[config.mk]
export PLATFORM = sky130hd
export DESIGN_NAME = fcache_line_fill
export DESIGN_NICKNAME = d
export VERILOG_FILES = /design/src/rtl/fcache_line_fill.sv
export SDC_FILE = /design/constraint.sdc
export NUM_CORES = 1
export LEC_CHECK = 0
export CAP_MARGIN = 20
export CORE_UTILIZATION = 45
export CTS_CLUSTER_SIZE = 14
export DETAILED_ROUTE_END_ITERATION = 10
export PLACE_DENSITY = 0.78
export SLEW_MARGIN = 20
export SYNTH_ARGS = -nofsm -noshare
export SYNTH_HDL_FRONTEND = slang
export SYNTH_SLANG_ARGS = --single-unit
[constraint.sdc]
create_clock -name clk -period 25.3 [get_ports clk]
set_input_delay 2.53 -clock clk [delete_from_list [all_inputs] [get_ports clk]]
set_output_delay 2.53 -clock clk [all_outputs]
set_load 0.005 [all_outputs]
[src/rtl/fcache_line_fill.sv]
// rtl/fcache_line_fill.sv - assembles a 16-word cache line from memory and commits it to fcache
// Optional abort input enabled by defining FCACHE_LINE_FILL_ABORT_EN.
module fcache_line_fill (
    input  logic         clk,
    input  logic         reset,
    input  logic         start,
    input  logic [15:0]  lineAddr,
`ifdef FCACHE_LINE_FILL_ABORT_EN
    input  logic         abort,
`endif
    output logic         memReq,
    output logic [15:0]  memAddr,
    input  logic         memValid,
    input  logic [15:0]  memData,
    output logic         write,
    output logic [15:0]  addr,
    output logic [255:0] wData,
    output logic         busy,
    output logic         done
);

    localparam logic [1:0] S_IDLE   = 2'd0;
    localparam logic [1:0] S_FETCH  = 2'd1;
    localparam logic [1:0] S_COMMIT = 2'd2;

    logic [1:0]   state_q, state_d;
    logic [3:0]   idx_q, idx_d;
    logic [15:0]  addr_q, addr_d;
    logic [255:0] wdata_q, wdata_d;
    logic         done_q, done_d;

    always_comb begin
        state_d = state_q;
        idx_d   = idx_q;
        addr_d  = addr_q;
        wdata_d = wdata_q;
        done_d  = (state_q == S_COMMIT);
        case (state_q)
            S_IDLE: begin
                if (start) begin
                    state_d = S_FETCH;
                    idx_d   = 4'd0;
                    addr_d  = lineAddr;
                end
            end
            S_FETCH: begin
`ifdef FCACHE_LINE_FILL_ABORT_EN
                if (abort) begin
                    state_d = S_IDLE;
                    idx_d   = 4'd0;
                end else
`endif
                if (memValid) begin
                    wdata_d[{idx_q, 4'b0000} +: 16] = memData;
                    // idx wraps to 0 on the last word, so it never indexes past 15
                    idx_d = idx_q + 4'd1;
                    if (idx_q == 4'hF) begin
                        state_d = S_COMMIT;
                    end
                end
            end
            S_COMMIT: begin
                state_d = S_IDLE;
            end
            default: begin
                state_d = S_IDLE;
            end
        endcase
    end

    always_ff @(posedge clk or posedge reset) begin
        if (reset) begin
            state_q <= S_IDLE;
            idx_q   <= 4'd0;
            addr_q  <= 16'd0;
            wdata_q <= 256'd0;
            done_q  <= 1'b0;
        end else begin
            state_q <= state_d;
            idx_q   <= idx_d;
            addr_q  <= addr_d;
            wdata_q <= wdata_d;
            done_q  <= done_d;
        end
    end

    // lineAddr[15:12] falls off the word address but is kept for the fcache address
    assign memAddr = {addr_q[11:0], idx_q};
    assign memReq  = (state_q == S_FETCH);
    assign write   = (state_q == S_COMMIT);
    assign busy    = (state_q == S_FETCH) || (state_q == S_COMMIT);
    assign done    = done_q;
    assign addr    = addr_q;
    assign wData   = wdata_q;

endmodule

Word level (Yosys, flattened, before mapping) --
Cells that the tools add are included.
Cells by class: shift-type cells 2, add/subtract/negate cells 2, muxes and demuxes 8, equal/unequal tests 6, reduce and logical (&&, ||, !) cells 7
Operator list (count):
- 256-bit bitwise mux | 1
- 16-bit by 10-bit variable shift with 256-bit output, first input constant | 1
- 16-bit by 10-bit variable part select with 256-bit output | 1
- 8-bit negation with 10-bit output | 1
- 4-bit two-way mux | 2
- 4-bit case mux with 2 select lines | 1
- 2-bit two-way mux | 3
- 3-bit AND reduction | 2
- 4-bit by 1-bit adder with 4-bit output, second input constant | 1
- 4-bit == test, second input constant | 1
- 2-bit by 1-bit != test with 1-bit output, second input constant | 2
- 2-bit case mux with 2 select lines | 1
- 2-bit AND reduction | 2
- 2-bit by 1-bit == test with 1-bit output, second input constant | 1
- 2-bit == test, second input constant | 1
- 2-bit zero test | 1
- 2-bit != test, second input constant | 1
- 2-bit nonzero test | 1
- 1-bit logical OR | 1
Word-level totals: logic and storage cells 30, register bits after elaboration 279, output and inout port bits 292, input port bits 36

Logic depth before layout (Yosys ltp) --
depth after elaboration 4, mapped depth 10, depth with buffers taken out 6

Worst setup path after synthesis --
OpenSTA, ideal clock, no wires.
kind input to register, from in memValid, to reg wdata_q[224], in the netlist wData[224], data required time 25172 ps, setup slack 21274 ps, library setup time 128 ps, path buffers 2, data arrival time 3898 ps, stages on the path 6, path through buf_2 -> and3b_2 -> nand2_2 -> nor3b_4 -> buf_6 -> mux2_1
Between the ends: cells in the longest elaborated chain, start to end 1
RTL lines:
- start: declaration | line 13 | input logic memValid,
- 2-bit AND reduction (no source line)
- end signal: assignment | line 82 | wdata_q <= wdata_d;
- end: declaration | line 29 | logic [255:0] wdata_q, wdata_d;
No other way between the ends. A chain may end at the register's enable or synchronous reset.

Final worst setup path --
from reg idx_q[0], to out memAddr[0]
RTL lines:
- start: declaration | line 27 | logic [3:0] idx_q, idx_d;
- start signal: assignment | line 80 | idx_q <= idx_d;
- end: declaration | line 12 | output logic [15:0] memAddr,
No word-level cell between the ends.

==> results.cfg <==
[status]
status = complete, no violations

[cts]
cts_resized = 0
post_cts_buffers = 0
cts_made_buffers = 30
cts.sinks = 279
cts_tree = built
clock_path_buffers = 3
hold_buffers = 0
htree_levels = 1
clock_latency_ps = 550
path_clk_slew_ps = 60
cts_root_buffer = clkbuf_16

[yosys]
async_reset_ff_share_pct = 100
synth_top_area_share_pct = 61.5
syn_nets = 787
yosys-top-cells-count = dfrtp_1, mux2_2, buf_4
synth-edff-count = 0
synth_area_leaders = dfrtp_1, mux2_2, mux2_1, buf_4, and3_1
yosysSeqAreaShare_pct = 61.5
ys_ff_latch = 279
avgSynthCellArea_sq_um = 15.3
ys_warn_count = 0
yosysUniqueCellTypes = 50
synth.largest_area_cell = dfrtp_1
synth_flop_cell = dfrtp_1
yosysMostFrequentCell = dfrtp_1
synth_area_sq_um = 11300
synth_cells = 743

[finish]
area_growth_pct = 39.0
fin_nets = 1089
fin_util_pct = 64.3
drive_above_1_share_pct = 32.0
fill_cells = 1872

[critical_path]
r2r-end = wData[65]$_DFFE_PP0P_
critPathTopFamily = flip-flops
critPathMaxFanout = 31
r2r_cells = 5
path_cells = clkdlybuf4s50_1
critPathKind = register to primary output
slowest_stage = dfrtp_1
critPathLaunchType = register
crit_path_max_incr_delay_ps = 920
r2r-start = idx_q[0]$_DFFE_PP0P_
crit_cells = 1
required_ps = 22770
cp-endpoint = memAddr[0]
crit_start = idx_q[0]$_DFFE_PP0P_
endpoint_kind = primary output
r2r_slack_ps = 21790
worst-path-buf-inv = 1
arrival_ps = 2150

[timing]
hold_viol_final = 0
rsz0062_at_grt = no
slew_headroom_pct = 32.0
period_needed_ps = 4680
setup_viol = 0
finalCritPeriodShare_pct = 18.5
max_freq_mhz = 214
slew_viol_final = 0
fin_skew_ps = 13.2
tightest_slew_ps = 1020
tns_ps = 0

[power]
pwr_density_cell_nw_per_um2 = 96.5
ir_drop_mv = 0.0957
cellLeakagePower_nw = 7.40

[floorplan]
initial_core_util_pct = 46.2
core-area_sq_um = 24500
die-area_sq_um = 25900
ioPinCount = 328
die_h_microns = 161
row_count = 57
dieWidth_microns = 161

[drt]
wirelength_mm = 29.8
vias_per_cell = 5.21
vias = 7266
ant_nets = 0
drc = 0
first_pass_iters = 4
first_iter_violations = 302
wl_per_cell_microns = 21.4

[grt]
antenna_found_initial = 2
grt_pass1_vias = 7367
grt_overflow = 0
grt_pass1_wl_mm = 45.3
grt_usage_pct = 23.0
grt_max_degree = 145

[min_path]
min_path_type = register to register

[flow_run]
maxCapViolCount = 0

[placement]
hpwlAfterDp_mm = 20.6
place.gp.congestion = 0.786
io_buffers = 327
[per-stage QoR]
step | hold slack [ps] | cells | cell area, sq um | total power [W] | worst slack (ps)
5_1_grt | 503 | 1393 | 15800 | 0.00159 | 20480
3_5_place_dp | 476 | 1337 | 14700 | 0.00107 | 20300
6_report | 486 | 1394 | 15800 | 0.00152 | 20620
3_3_place_gp | 469 | 1337 | 14700 | 0.00106 | 20370
2_1_floorplan | 483 | 743 | 11300 | 0.000805 | 15080
4_1_cts | 492 | 1392 | 15800 | 0.00154 | 20570
[metal layers]
metal	GRT usage [%]	part of all wire, %	vias to the layer above
met5	0	0	-
met4	7.80	3.5	0
met3	6.64	7.8	62
met2	37.3	47	273
met1	29.6	41	3714
li1	-	-	3217
[flip-flops by register name, summed over array words and instances, names as in the netlist]
name,flops
wData,256
state_q,2
idx_q,4
addr,16
done,1
[kinds of logic (layout without fill, tap and decap cells)]
kind of cell | Yosys count | count (layout) | share of synthesized area [%]
buffers and inverters | 68 | 393 | 3.54
other | 0 | 2 | 0
XOR/XNOR | 1 | 1 | 0.0772
multiplexers | 273 | 273 | 27.2
AO/OA/AOI/OAI | 29 | 29 | 1.73
flip-flops | 279 | 279 | 61.5
adder cells (fa/ha/maj) | 8 | 8 | 0.882
AND/OR/NAND/NOR | 85 | 85 | 5.02
[power by group]
group          switching (W)  internal (W)  total [W]
Sequential         0.0000646      0.000541   0.000605
Clock               0.000179      0.000285   0.000465
Combinational       0.000174      0.000279   0.000452
[placed cells by master (no fill, tap or decap), types with 7 or more instances in the layout]
cell type and instances:
a21oi_1 8, and2_1 15, clkbuf_16 31, inv_1 7
ha_1 8, mux2_2 255, mux2_1 13, clkbuf_8 7
clkdlybuf4s50_1 327, dfrtp_1 279, and3_1 17, nor2_1 8
o21ai_0 9, nand2_1 7
[layout make-up]
class | count | area [sq um] | area share, %
clock inverters | 15 | 198 | 1.25
multi-input cells | 396 | 3970 | 25.1
inverters | 8 | 37.5 | 0.238
repair buffers | 330 | 3300 | 20.9
well taps | 324 | 405 | 2.57
flip-flops and latches | 279 | 6980 | 44.3
diodes | 2 | 5.00 | 0.0317
clock buffers | 40 | 880 | 5.58
[how the worst min path moves through the flow]
stage / cells past startpoint / to / from / slack [ps]
2_1_floorplan: 1 / wData[106]$_DFFE_PP0P_ / wData[106]$_DFFE_PP0P_ / 480
3_3_place_gp: 1 / wData[107]$_DFFE_PP0P_ / wData[107]$_DFFE_PP0P_ / 470
3_5_place_dp: 1 / wData[226]$_DFFE_PP0P_ / wData[226]$_DFFE_PP0P_ / 480
4_1_cts: 1 / wData[231]$_DFFE_PP0P_ / wData[231]$_DFFE_PP0P_ / 490
5_1_grt: 1 / wData[229]$_DFFE_PP0P_ / wData[229]$_DFFE_PP0P_ / 500
6_report: 1 / wData[230]$_DFFE_PP0P_ / wData[230]$_DFFE_PP0P_ / 490
Power figures use the tool's default switching activity.
